--- src/rtl/seq_divider.sv ---
// Multi-cycle unsigned restoring divider: one quotient bit per clock, start/done handshake.
// Results are registered on entry to DONE and held until the next division completes.
module seq_divider #(
    parameter int WIDTH = 4
) (
    input  logic             clk,
    input  logic             rst,
    input  logic             start,
    input  logic [WIDTH-1:0] dividend,
    input  logic [WIDTH-1:0] divisor,
    output logic             busy,
    output logic             done,
    output logic [WIDTH-1:0] quotient,
    output logic [WIDTH-1:0] remainder,
    output logic             div_by_zero
);

    localparam int CW = $clog2(WIDTH + 1);

    typedef enum logic [1:0] {
        IDLE = 2'd0,
        CALC = 2'd1,
        DONE = 2'd2
    } state_t;

    state_t           state_reg, state_next;
    logic [WIDTH:0]   rem_reg, rem_next;
    logic [WIDTH-1:0] q_reg, q_next;
    logic [WIDTH-1:0] div_reg, div_next;
    logic [CW-1:0]    cnt_reg, cnt_next;
    logic [WIDTH-1:0] quot_reg, quot_next;
    logic [WIDTH-1:0] remd_reg, remd_next;
    logic             dbz_reg, dbz_next;

    logic [WIDTH:0]   shifted;
    logic [WIDTH:0]   trial;

    always_comb begin
        state_next = state_reg;
        rem_next   = rem_reg;
        q_next     = q_reg;
        div_next   = div_reg;
        cnt_next   = cnt_reg;
        quot_next  = quot_reg;
        remd_next  = remd_reg;
        dbz_next   = dbz_reg;

        // The partial remainder never reaches 2^WIDTH, so the bit shifted out of rem is always 0.
        shifted = (rem_reg << 1) | {{WIDTH{1'b0}}, q_reg[WIDTH-1]};
        trial   = shifted - {1'b0, div_reg};

        case (state_reg)
            IDLE: begin
                if (start) begin
                    q_next   = dividend;
                    div_next = divisor;
                    rem_next = '0;
                    cnt_next = CW'(WIDTH);
                    dbz_next = 1'b0;
                    if (divisor == '0) begin
                        state_next = DONE;
                        quot_next  = '1;
                        remd_next  = dividend;
                        dbz_next   = 1'b1;
                    end else begin
                        state_next = CALC;
                    end
                end
            end
            CALC: begin
                // MSB of trial is the borrow: set means the subtraction went negative.
                if (!trial[WIDTH]) begin
                    rem_next = trial;
                    q_next   = {q_reg[WIDTH-2:0], 1'b1};
                end else begin
                    rem_next = shifted;
                    q_next   = {q_reg[WIDTH-2:0], 1'b0};
                end
                cnt_next = cnt_reg - CW'(1);
                if (cnt_reg == CW'(1)) begin
                    state_next = DONE;
                    quot_next  = q_next;
                    remd_next  = rem_next[WIDTH-1:0];
                end
            end
            DONE: begin
                state_next = IDLE;
            end
            default: begin
                state_next = IDLE;
            end
        endcase
    end

    always_ff @(posedge clk) begin
        if (rst) begin
            state_reg <= IDLE;
            rem_reg   <= '0;
            q_reg     <= '0;
            div_reg   <= '0;
            cnt_reg   <= '0;
            quot_reg  <= '0;
            remd_reg  <= '0;
            dbz_reg   <= 1'b0;
        end else begin
            state_reg <= state_next;
            rem_reg   <= rem_next;
            q_reg     <= q_next;
            div_reg   <= div_next;
            cnt_reg   <= cnt_next;
            quot_reg  <= quot_next;
            remd_reg  <= remd_next;
            dbz_reg   <= dbz_next;
        end
    end

    assign busy        = (state_reg == CALC);
    assign done        = (state_reg == DONE);
    assign quotient    = quot_reg;
    assign remainder   = remd_reg;
    assign div_by_zero = dbz_reg;

endmodule
--- config.mk ---
export PLATFORM = sky130hd
export DESIGN_NAME = seq_divider
export DESIGN_NICKNAME = d
export VERILOG_FILES = /design/src/rtl/seq_divider.sv
export SDC_FILE = /design/constraint.sdc
export NUM_CORES = 1
export LEC_CHECK = 0
export ABC_AREA = 1
export CAP_MARGIN = 10
export CORE_MARGIN = 2
export CORE_UTILIZATION = 25
export CTS_BUF_LIST = sky130_fd_sc_hd__clkbuf_4 sky130_fd_sc_hd__clkbuf_8
export DETAILED_ROUTE_END_ITERATION = 8
export MAX_ROUTING_LAYER = met4
export PLACE_DENSITY = 0.44
export SLEW_MARGIN = 15
export SYNTH_ARGS = -nofsm -noshare
export SYNTH_HDL_FRONTEND = slang
export SYNTH_SLANG_ARGS = --single-unit
--- constraint.sdc ---
create_clock -name clk -period 1.9 [get_ports clk]
set_clock_uncertainty 0.05 [all_clocks]
set_input_delay 0.38 -clock clk [delete_from_list [all_inputs] [get_ports clk]]
set_output_delay 0.38 -clock clk [all_outputs]
set_load 0.03 [all_outputs]
==> results of run 1 <==
-- placed cells by master, fill, tap and decap left out, types with 2 or more instances in the layout --
cell type | Yosys | final
sky130_fd_sc_hd__inv_2 | 3 | 3
sky130_fd_sc_hd__o21ai_1 | 3 | 3
sky130_fd_sc_hd__nand2_4 | 2 | 3
sky130_fd_sc_hd__ha_1 | 6 | 6
sky130_fd_sc_hd__nand3_1 | 24 | 20
sky130_fd_sc_hd__o21ai_0 | 11 | 11
sky130_fd_sc_hd__clkbuf_8 | 0 | 4
sky130_fd_sc_hd__nand2_2 | 2 | 3
sky130_fd_sc_hd__inv_1 | 31 | 31
sky130_fd_sc_hd__a21oi_1 | 15 | 15
sky130_fd_sc_hd__buf_4 | 1 | 8
sky130_fd_sc_hd__nor2_1 | 22 | 22
sky130_fd_sc_hd__nand2_1 | 34 | 32
sky130_fd_sc_hd__nor2_2 | 2 | 2
sky130_fd_sc_hd__a31oi_1 | 4 | 4
sky130_fd_sc_hd__dfxtp_1 | 26 | 25
sky130_fd_sc_hd__nand3_2 | 0 | 4
sky130_fd_sc_hd__clkdlybuf4s50_1 | 0 | 19
-- through the flow --
stage	utilization (%)	instance area, um^2	setup WS, ns
2_1_floorplan	-	1370	0.190
3_3_place_gp	32.1	1670	0.0453
3_5_place_dp	32.1	1670	0.0208
4_1_cts	33.2	1730	0.0288
5_1_grt	34.2	1780	-0.0136
6_report	34.2	1780	0.117
-- kinds of logic (layout without fill, tap and decap cells) --
logic type      count (synthesis)  in the layout
compound gates                 33             33
xor+xnor                        1              1
fa+ha+maj                       7              7
buf+inv                        39             67
flops                          26             26
simple gates                   90             90
-- per-layer routing --
layer / part of all wire (%) / routed length [um]
met5: 0 / 0
met4: 1.1 / 36
met3: 2.8 / 91
met2: 49 / 1580
met1: 47 / 1540
-- final cells by class --
| class | instances | area, um^2 | share of cell area (%) |
|---|---|---|---|
| Clock buffer | 4 | 55.1 | 3.09 |
| Tap cell | 70 | 87.6 | 4.92 |
| Inverter | 35 | 134 | 7.51 |
| Timing Repair Buffer | 28 | 259 | 14.5 |
| Sequential cell | 26 | 522 | 29.3 |
| Multi-Input combinational cell | 131 | 724 | 40.7 |
-- power groups by stage --
stage | clock network (uW) | registers (uW) | logic (uW)
floorplan | 0 | 715 | 337
global placement | 0 | 675 | 556
detailed placement | 0 | 673 | 547
CTS | 381 | 662 | 557
global route | 404 | 671 | 681
finish | 365 | 660 | 603
-- worst reg2reg max path, delay by kind of cell, from the launching register on --
| family | cells | cell delay [ns] |
|---|---|---|
| AND/OR/NAND/NOR | 5 | 0.41 |
| flip-flops | 1 | 0.33 |
| AO/OA/AOI/OAI | 1 | 0.12 |
| buffers and inverters | 3 | 0.24 |
| adder cells (fa/ha/maj) | 2 | 0.56 |
-- worst max path at each step --
stage                  start           to  slack (ns)  cells after the start
floorplan           q_reg[3]   rem_reg[1]        0.19                     12
global placement    q_reg[3]  quotient[0]        0.05                      9
detailed placement  q_reg[3]   rem_reg[1]        0.02                     12
CTS                 q_reg[3]   rem_reg[1]        0.03                     12
global route        q_reg[3]     q_reg[0]       -0.01                     11
finish              q_reg[3]     q_reg[0]        0.12                     11
-- timing repair --
item                       CTS  global route
pin swaps                    0             1
setup buffers                0             3
gates resized for setup      2             8
setup endpoints to repair   10            10
==> impl_metrics.xml, run 1 <==
<?xml version="1.0" encoding="UTF-8"?>
<metrics>
  <group name="power">
    <metric name="p_clk_share" unit="%">22.4</metric>
    <metric name="combinationalPowerShare" unit="%">37.0</metric>
    <metric name="internal_power_consumption" unit="uW">1040</metric>
    <metric name="power-per-cell-area" unit="nW/um^2">914</metric>
    <metric name="power_frac_seq" unit="%">40.6</metric>
    <metric name="power_leakage" unit="uW">0.000833</metric>
    <metric name="switching_share" unit="%">36.2</metric>
    <metric name="vdd.ir_drop.worst" unit="uV">451</metric>
    <metric name="power_switching" unit="uW">589</metric>
    <metric name="power" unit="uW">1630</metric>
  </group>
  <group name="cts">
    <metric name="hold_buffers" unit="">0</metric>
    <metric name="clk_pin_slew" unit="ns">0.09</metric>
    <metric name="tritoncts_num_sinks" unit="">26</metric>
    <metric name="cts_inserted_buffers" unit="">3</metric>
    <metric name="tritoncts" unit="">yes</metric>
    <metric name="clock_insertion_delay_worst_skew" unit="ns">0.27</metric>
    <metric name="cts-htree-levels" unit="">1</metric>
    <metric name="cts-root-to-sink-buffers" unit="">2</metric>
    <metric name="clock-root-buffer" unit="">sky130_fd_sc_hd__clkbuf_8</metric>
  </group>
  <group name="worst_setup_path">
    <metric name="timing_worst_setup_path_type" unit="">reg -&gt; reg</metric>
    <metric name="cp_data_arrival_time" unit="ns">1.94</metric>
    <metric name="cp-end-kind" unit="">flop</metric>
    <metric name="ff2ff_path_depth" unit="">11</metric>
    <metric name="reg2reg_slack" unit="ns">0.12</metric>
    <metric name="crit_buf_inv" unit="">3</metric>
    <metric name="path_cells" unit="">inv_1 &gt; ha_1 &gt; fa_2 &gt; inv_1 &gt; nand2_1 &gt; nand2_1 &gt; nand3_1 &gt; nand2_4 &gt; buf_4 &gt; nand2_1 &gt; a31oi_1</metric>
    <metric name="cp.required" unit="ns">2.05</metric>
    <metric name="worst-path-max-fanout" unit="">6</metric>
    <metric name="timing.critical_path.mode_cell" unit="">sky130_fd_sc_hd__nand2_1</metric>
    <metric name="cp_startpoint_kind" unit="">flop</metric>
    <metric name="timing.critical_path.max_delay_family" unit="">adder cells</metric>
    <metric name="critPathSlowestCell" unit="">sky130_fd_sc_hd__fa_2</metric>
    <metric name="reg2reg_from" unit="">q_reg[3]</metric>
    <metric name="worstReg2RegEnd" unit="">q_reg[0]</metric>
    <metric name="critical_path.max_stage_delay" unit="ns">0.35</metric>
  </group>
  <group name="global_routing">
    <metric name="gr-max-usage-layer" unit="">met2</metric>
    <metric name="first_pass_grt_wire_length" unit="mm">5.63</metric>
    <metric name="grt.met2_usage" unit="%">20.5</metric>
    <metric name="grt_start_max_net_pins" unit="">15</metric>
    <metric name="gr-usage-all-layers" unit="%">11.8</metric>
    <metric name="grt_overflow_total" unit="">0</metric>
    <metric name="number_of_global_route_vias_before_repair" unit="">1286</metric>
    <metric name="grt_antenna_before_repair" unit="">0</metric>
    <metric name="groute.layer.met1.usage" unit="%">14.2</metric>
    <metric name="met3_usage" unit="%">2.76</metric>
  </group>
  <group name="min_path">
    <metric name="hold_path_depth" unit="">2</metric>
    <metric name="min-delay-path-class" unit="">reg -&gt; reg</metric>
    <metric name="hold_start" unit="">cnt_reg[1]</metric>
    <metric name="whs_endpoint" unit="">cnt_reg[1]</metric>
  </group>
  <group name="status">
    <metric name="outcome" unit="">finished clean</metric>
  </group>
  <group name="synth">
    <metric name="warning_count_from_the_yosys_run" unit="">0</metric>
    <metric name="post_synthesis_share_of_cell_area_spent_on_and_or_nand_and_nor_gates" unit="%">30.5</metric>
    <metric name="synth_nets" unit="">214</metric>
    <metric name="synth_async_sr_flop_share" unit="%">0</metric>
    <metric name="synth-edff-count" unit="">0</metric>
    <metric name="post_synth_xor_xnor_area" unit="%">0.639</metric>
    <metric name="ys_ff_latch" unit="">26</metric>
    <metric name="netlist_top_cells_area" unit="">sky130_fd_sc_hd__dfxtp_1 (38%), sky130_fd_sc_hd__nand2_1 (9.3%), sky130_fd_sc_hd__nand3_1 (8.8%)</metric>
    <metric name="area_fraction_in_compound_gates_after_synthesis" unit="%">12.4</metric>
    <metric name="muxShareOfSynthArea" unit="%">0</metric>
    <metric name="synth_cells" unit="">196</metric>
    <metric name="post_synthesis_cell_area" unit="um^2">1370</metric>
    <metric name="synth.most_common_cell" unit="">sky130_fd_sc_hd__nand2_1</metric>
    <metric name="ys_dominant_reg_cell" unit="">sky130_fd_sc_hd__dfxtp_1</metric>
    <metric name="most_numerous_cell_types_in_the_synthesized_netlist" unit="">sky130_fd_sc_hd__nand2_1 (34), sky130_fd_sc_hd__inv_1 (31), sky130_fd_sc_hd__dfxtp_1 (26), sky130_fd_sc_hd__nand3_1 (24), sky130_fd_sc_hd__nor2_1 (22)</metric>
    <metric name="synth_top_family_by_area" unit="">simple AND/OR/NAND/NOR gates</metric>
    <metric name="post_synth_fa_ha_maj_area_fraction" unit="%">6.94</metric>
    <metric name="seq_area_frac_synth" unit="%">38.0</metric>
    <metric name="synth_top_cell_by_area" unit="">sky130_fd_sc_hd__dfxtp_1</metric>
    <metric name="synthesis.area_per_instance" unit="um^2">6.99</metric>
    <metric name="yosys.cell_types.count" unit="">25</metric>
    <metric name="synth_top_area_share" unit="%">38.0</metric>
  </group>
  <group name="drt">
    <metric name="drt_drc_violations_left" unit="">0</metric>
    <metric name="finalWirelength" unit="mm">3.24</metric>
    <metric name="drt-initial-drc-count" unit="">66</metric>
    <metric name="vias" unit="">1300</metric>
    <metric name="final_antenna_net_count" unit="">0</metric>
    <metric name="routed_via_density" unit="">4.42</metric>
    <metric name="drtPass1Iterations" unit="">4</metric>
    <metric name="detail_route.wl_per_cell" unit="um">11.0</metric>
  </group>
  <group name="placement">
    <metric name="placed_cells_incl_taps" unit="">287</metric>
    <metric name="place.port_buffers" unit="">21</metric>
    <metric name="dp_hpwl" unit="mm">2.39</metric>
    <metric name="gp_congestion" unit="">0.786</metric>
  </group>
  <group name="final_layout">
    <metric name="number_of_diodes" unit="">0</metric>
    <metric name="final.fill_count" unit="">594</metric>
    <metric name="layout.nets" unit="">243</metric>
    <metric name="areaGrowthSynthToFinish" unit="%">30.0</metric>
    <metric name="post_layout_nonfiller_instances" unit="">294</metric>
    <metric name="drive_gt1_share" unit="%">14.7</metric>
  </group>
  <group name="flow_run">
    <metric name="maxCapViolCount" unit="">0</metric>
  </group>
  <group name="timing">
    <metric name="worstMarginPinSlew" unit="ns">0.414</metric>
    <metric name="final.period_utilization" unit="%">93.8</metric>
    <metric name="totalNegativeSetupSlack" unit="ns">0</metric>
    <metric name="final.hold.worst_slack" unit="ns">0.417</metric>
    <metric name="final_period_minus_worst_setup_slack" unit="ns">1.78</metric>
    <metric name="hold_viol_final" unit="">0</metric>
    <metric name="fmax" unit="MHz">561</metric>
    <metric name="report.final.slew_viol_count" unit="">0</metric>
    <metric name="slew_headroom" unit="%">72.4</metric>
    <metric name="finalSetupViolCount" unit="">0</metric>
  </group>
  <group name="floorplan">
    <metric name="dieArea" unit="um^2">6090</metric>
    <metric name="vert_die_dim" unit="um">78.0</metric>
    <metric name="initial_core_util" unit="%">26.3</metric>
    <metric name="die_width" unit="um">78.0</metric>
    <metric name="core-area" unit="um^2">5200</metric>
    <metric name="pin_count" unit="">22</metric>
    <metric name="num_rows" unit="">26</metric>
  </group>
</metrics>
Note: power is estimated with default switching activity, not from simulation.
==> run 2: changes to the inputs <==
- CTS_CLUSTER_DIAMETER: default -> 120
==> results of run 2 <==
Final layout, timing and power as in run 1 (identical DEF).
==> variant 1: new RTL, settings of run 2 <==
Reset style: asynchronous (`rst`), changed in one clocked block.
--- a/src/rtl/seq_divider.sv
+++ b/src/rtl/seq_divider.sv
@@ -93,5 +93,5 @@
     end
 
-    always_ff @(posedge clk) begin
+    always_ff @(posedge clk or posedge rst) begin
         if (rst) begin
             state_reg <= IDLE;
Function: differs if rst is asserted again (counterexample within 4 cycles, from zero or initial values and one cycle with rst high); with rst held inactive, the same outputs for 10 cycles.
==> variant 1 against run 2 <==
  * First-iteration DRC count fell by 48%
  * Sequential cell count did not move
  * Routed wire length fell by 4.1%
  * Worst setup slack got worse by 0.0030 ns
  * Area after synthesis rose by 1.2%
  * Cell area rose by 1.7%
  * Via count fell by 14%
  * Critical path type unchanged
  * Largest cell class is now sequential cells
Power is not compared: it rests on default switching activity, and its combinational part moved more than twofold at a synthesized area within 25%.
==> variant 1: results (changes against run 2) <==
* Post-CTS resize count at 1 (-1)
* Dpl hpwl at 2350 um (-1.6%)
* Overall routing resource usage at 0.114 (-0.00391)
* WL met3 at 80 um (-12%)
* Signal buffers share of area at 0.151 (+0.00588)
* CP max FO at 3 (-3)
* Clock slew at the register clock pins of the worst setup and hold paths at 0.09 ns (about the same)
* Avg WL per Cell at 11.6 um (+5.2%)
* Cells after synthesis at 166 (-15%)
* Clock power share at 0.114
* Layout cells sized above 1 at 0.168 (+0.0210)
* Worst path slowest cell: fa_2
* Clk tree area frac at 0.0304 (-0.000512)
* Largest net degree at the start of global routing at 27 (+12)
* FFs w/ async S/R, synth at 1.00 (+1.00)
* Post-Syn Nets at 184 (-14%)
* Met2 WL at 1490 um (-5.8%)
* Synth cell count leaders: nand2_1, inv_1, dfrtp_1
* Status: finished clean
* Multi-Input Combinational at 106 (-19%)
* Worst EP arrival at 1.92 ns (-0.02 ns)
* Global-route wire length before repair at 5370 um (-4.7%)
* LEAKAGE at 0.000884 uW
* Post-Place Cells at 263 (-8.4%)
* Hold Path Class: input pin to asynchronous set/reset pin
* Setup WS pre-CTS at 0.00955 ns (-0.0113 ns)
* Placed Instance Area at 1720 sq um (+2.6%)
* Slew HR at 0.761 (+0.0366)
* Non-clock buffer count at 30 (+7.1%)
* Final Net Count at 215 (-12%)
* Mapped cell area at 1390 sq um (+1.2%)
* GR met1 Demand/Resource at 0.158 (+0.0156)
* Via count at 1123 (-14%)
* Synth top area cells: dfrtp_1, nand2_1, inv_1
* Iteration-0 DRC Markers at 34 (-48%)
* Met2 usage at 0.172 (-0.0328)
* RD Place Congestion at 0.760 (-3.3%)
* Routed length on met1 at 1510 um (-2.3%)
* Number of distinct library cells after synthesis at 27 (+8.0%)
* Finished Layout Cells at 268 (-8.8%)
* FILL cells at 588 (-1.0%)
* Sequential fraction of the synthesis area at 0.469 (+0.0894)
* Register area at 651 sq um (+25%)
* Total power at 3200 uW
* Multi-input gate area in the final layout at 629 sq um (-13%)
* Routing usage on met3 at 0.0184 (-0.00920)
* Sequential power at 930 uW
* Invs w/o clock at 30 (-14%)
[variant 1: cell count changes after synthesis, moves of 4 or more]
cell,before,now
nor2_1,22,15
inv_1,31,27
nand3_1,24,19
nand2_1,34,28
dfxtp_1,26,0
dfrtp_1,0,26
a21oi_1,15,7
[variant 1: path summary, 6_finish.rpt]
kind	start	end	slack [ns]	cells past startpoint
min in group clk	cnt_reg[2]	cnt_reg[2]	0.45	1
setup / recovery	q_reg[3]	remainder[3]	0.11	11
hold / removal	rst	q_reg[2]	0.41	3
hold reg to reg	cnt_reg[2]	cnt_reg[2]	0.45	1
setup reg to reg	q_reg[3]	remainder[3]	0.11	11
max in group asynchronous	rst	rem_reg[0]	1.12	3
[variant 1: cells by family (layout without fill, tap and decap cells)]
group	after synthesis	after routing	share of synthesized area
mux	1	1	0.00812
flops	26	26	0.469
buf+inv	34	64	0.102
xor+xnor	1	1	0.00632
simple gates	71	71	0.236
fa+ha+maj	7	7	0.0686
compound gates	26	26	0.109
==> variant 2: new RTL, settings of run 2 <==
Without the edit above. The parameter `WIDTH` goes from 4 to 8.
--- a/src/rtl/seq_divider.sv
+++ b/src/rtl/seq_divider.sv
@@ -2,5 +2,5 @@
 // Results are registered on entry to DONE and held until the next division completes.
 module seq_divider #(
-    parameter int WIDTH = 4
+    parameter int WIDTH = 8
 ) (
     input  logic             clk,
Interface: changed (resized dividend, divisor, quotient and remainder); port bits go from 22 to 38. The function was not compared with the original's and may differ.
==> variant 2 against run 2 <==
  * Cell area rose by 110%
  * Routed wire length rose by 120%
  * Via count rose by 92%
  * Sequential cell count is 21 higher
  * Area after synthesis up 83%
  * The run now ends with negative setup slack left
  * Power grew 99%
  * Highest routed layer unchanged
  * Worst setup slack lost 0.13 ns
==> variant 2: results (changes against run 2) <==
* Status: finished with violations
* Failing checks: negative setup slack
* Largest net degree at the start of global routing at 30 (+15)
* Met2 WL at 3500 um (+120%)
* Via count at 2500 (+92%)
* Clk Latency, worst-skew pair at 0.31 ns (+0.04 ns)
* Global-route wire length before repair at 11500 um (+110%)
* Iteration-0 DRC Markers at 101 (+53%)
* Num CTS Buffers at 5 (+2)
* LEAKAGE at 0.00173 uW (+110%)
* Finished Layout Cells at 576 (+96%)
* Cells after synthesis at 373 (+90%)
* Setup WS pre-CTS at -0.194 ns (-0.215 ns)
* RD Place Congestion at 0.748 (-4.8%)
* Port-buffer cells at 37 (+76%)
* FF-to-FF Start: rem_reg[4]
* Sequential fraction of the synthesis area at 0.376 (-0.00410)
* IR drop worst, VDD at 0.378 mV (-16%)
* Dpl hpwl at 5060 um (+110%)
* Layout cells sized above 1 at 0.223 (+0.0762)
* Placed Instance Area at 3220 sq um (+93%)
* Synth top area cells: dfxtp_1, nand2_1, inv_1
* Post-Place Cells at 564 (+97%)
* CP max FO at 8 (+2)
* Routed length on met1 at 3200 um (+110%)
* Worst hold path startpoint: quotient[6]
* WL met3 at 223 um (+150%)
* Number of distinct library cells after synthesis at 28 (+12%)
* Critical Path Source: rem_reg[4]
* Routing usage on met3 at 0.0207 (-0.00691)
* Setup TNS at -0.0170 ns (-0.0170 ns)
* Final setup margin at -0.0170 ns (-0.134 ns)
* Final Net Count at 472 (+94%)
* GR met1 Demand/Resource at 0.158 (+0.0157)
* FILL cells at 1079 (+82%)
* Final setup vio count at 1 (+1)
* Max H-tree Level at 2 (+1)
* Post-Syn Nets at 403 (+88%)
* Sw Share at 0.390 (+0.0281)
* Overall routing resource usage at 0.133 (+0.0148)
## variant 2: repair_timing
| item | 4_1_cts | 5_1_grt |
|---|---|---|
| endpoints found under the setup margin | 20 | 19 |
| hold endpoints to repair | 0 | 0 |
| gates resized for setup | 15 | 60 |
| pin swaps | 0 | 20 |
| setup buffers | 0 | 3 |
| cloned | 0 | 1 |
## variant 2: final cells by class
class	count	area, sq um	share of cell area
multi-input combinational	243	1560	0.420
timing repair buffer	73	649	0.175
clock buffer	5	68.8	0.0185
sequential	47	947	0.255
tap	133	166	0.0448
clock inverter	3	47.5	0.0128
inverter	72	275	0.0741
## variant 2: power by group through the flow
stage / Sequential, uW / Combinational (uW) / Clock, uW
floorplan: 1180 / 560 / 0
global placement: 1150 / 890 / 0
detailed placement: 1150 / 898 / 0
CTS: 1130 / 968 / 801
global route: 1150 / 1450 / 844
finish: 1130 / 1320 / 781
## variant 2: path summary, 6_finish.rpt
check / end / slack [ns] / depth (start not counted)
setup reg to reg: remainder[7] / -0.02 / 11
hold reg to reg: quotient[6] / 0.42 / 2
hold / removal: quotient[6] / 0.42 / 2
setup / recovery: remainder[7] / -0.02 / 11
## variant 2: kinds of logic (layout without fill, tap and decap cells)
kind of cell / Yosys count / after routing / synth area share
fa+ha+maj: 11 / 11 / 0.0580
simple gates: 178 / 179 / 0.305
flops: 47 / 47 / 0.376
buf+inv: 84 / 153 / 0.135
xor+xnor: 3 / 3 / 0.0105
compound gates: 50 / 50 / 0.115
## variant 2: worst max-delay path: stages, from the launching register on
cell and delay, ns:
dfxtp_1 0.35, ha_1 0.35, nand2_1 0.08, nand2_1 0.10
a21oi_4 0.27, nand2_4 0.12, nand2_4 0.10, nand2_8 0.10
nand3_4 0.11, nand3_2 0.08, nand2_2 0.07, inv_1 0.03
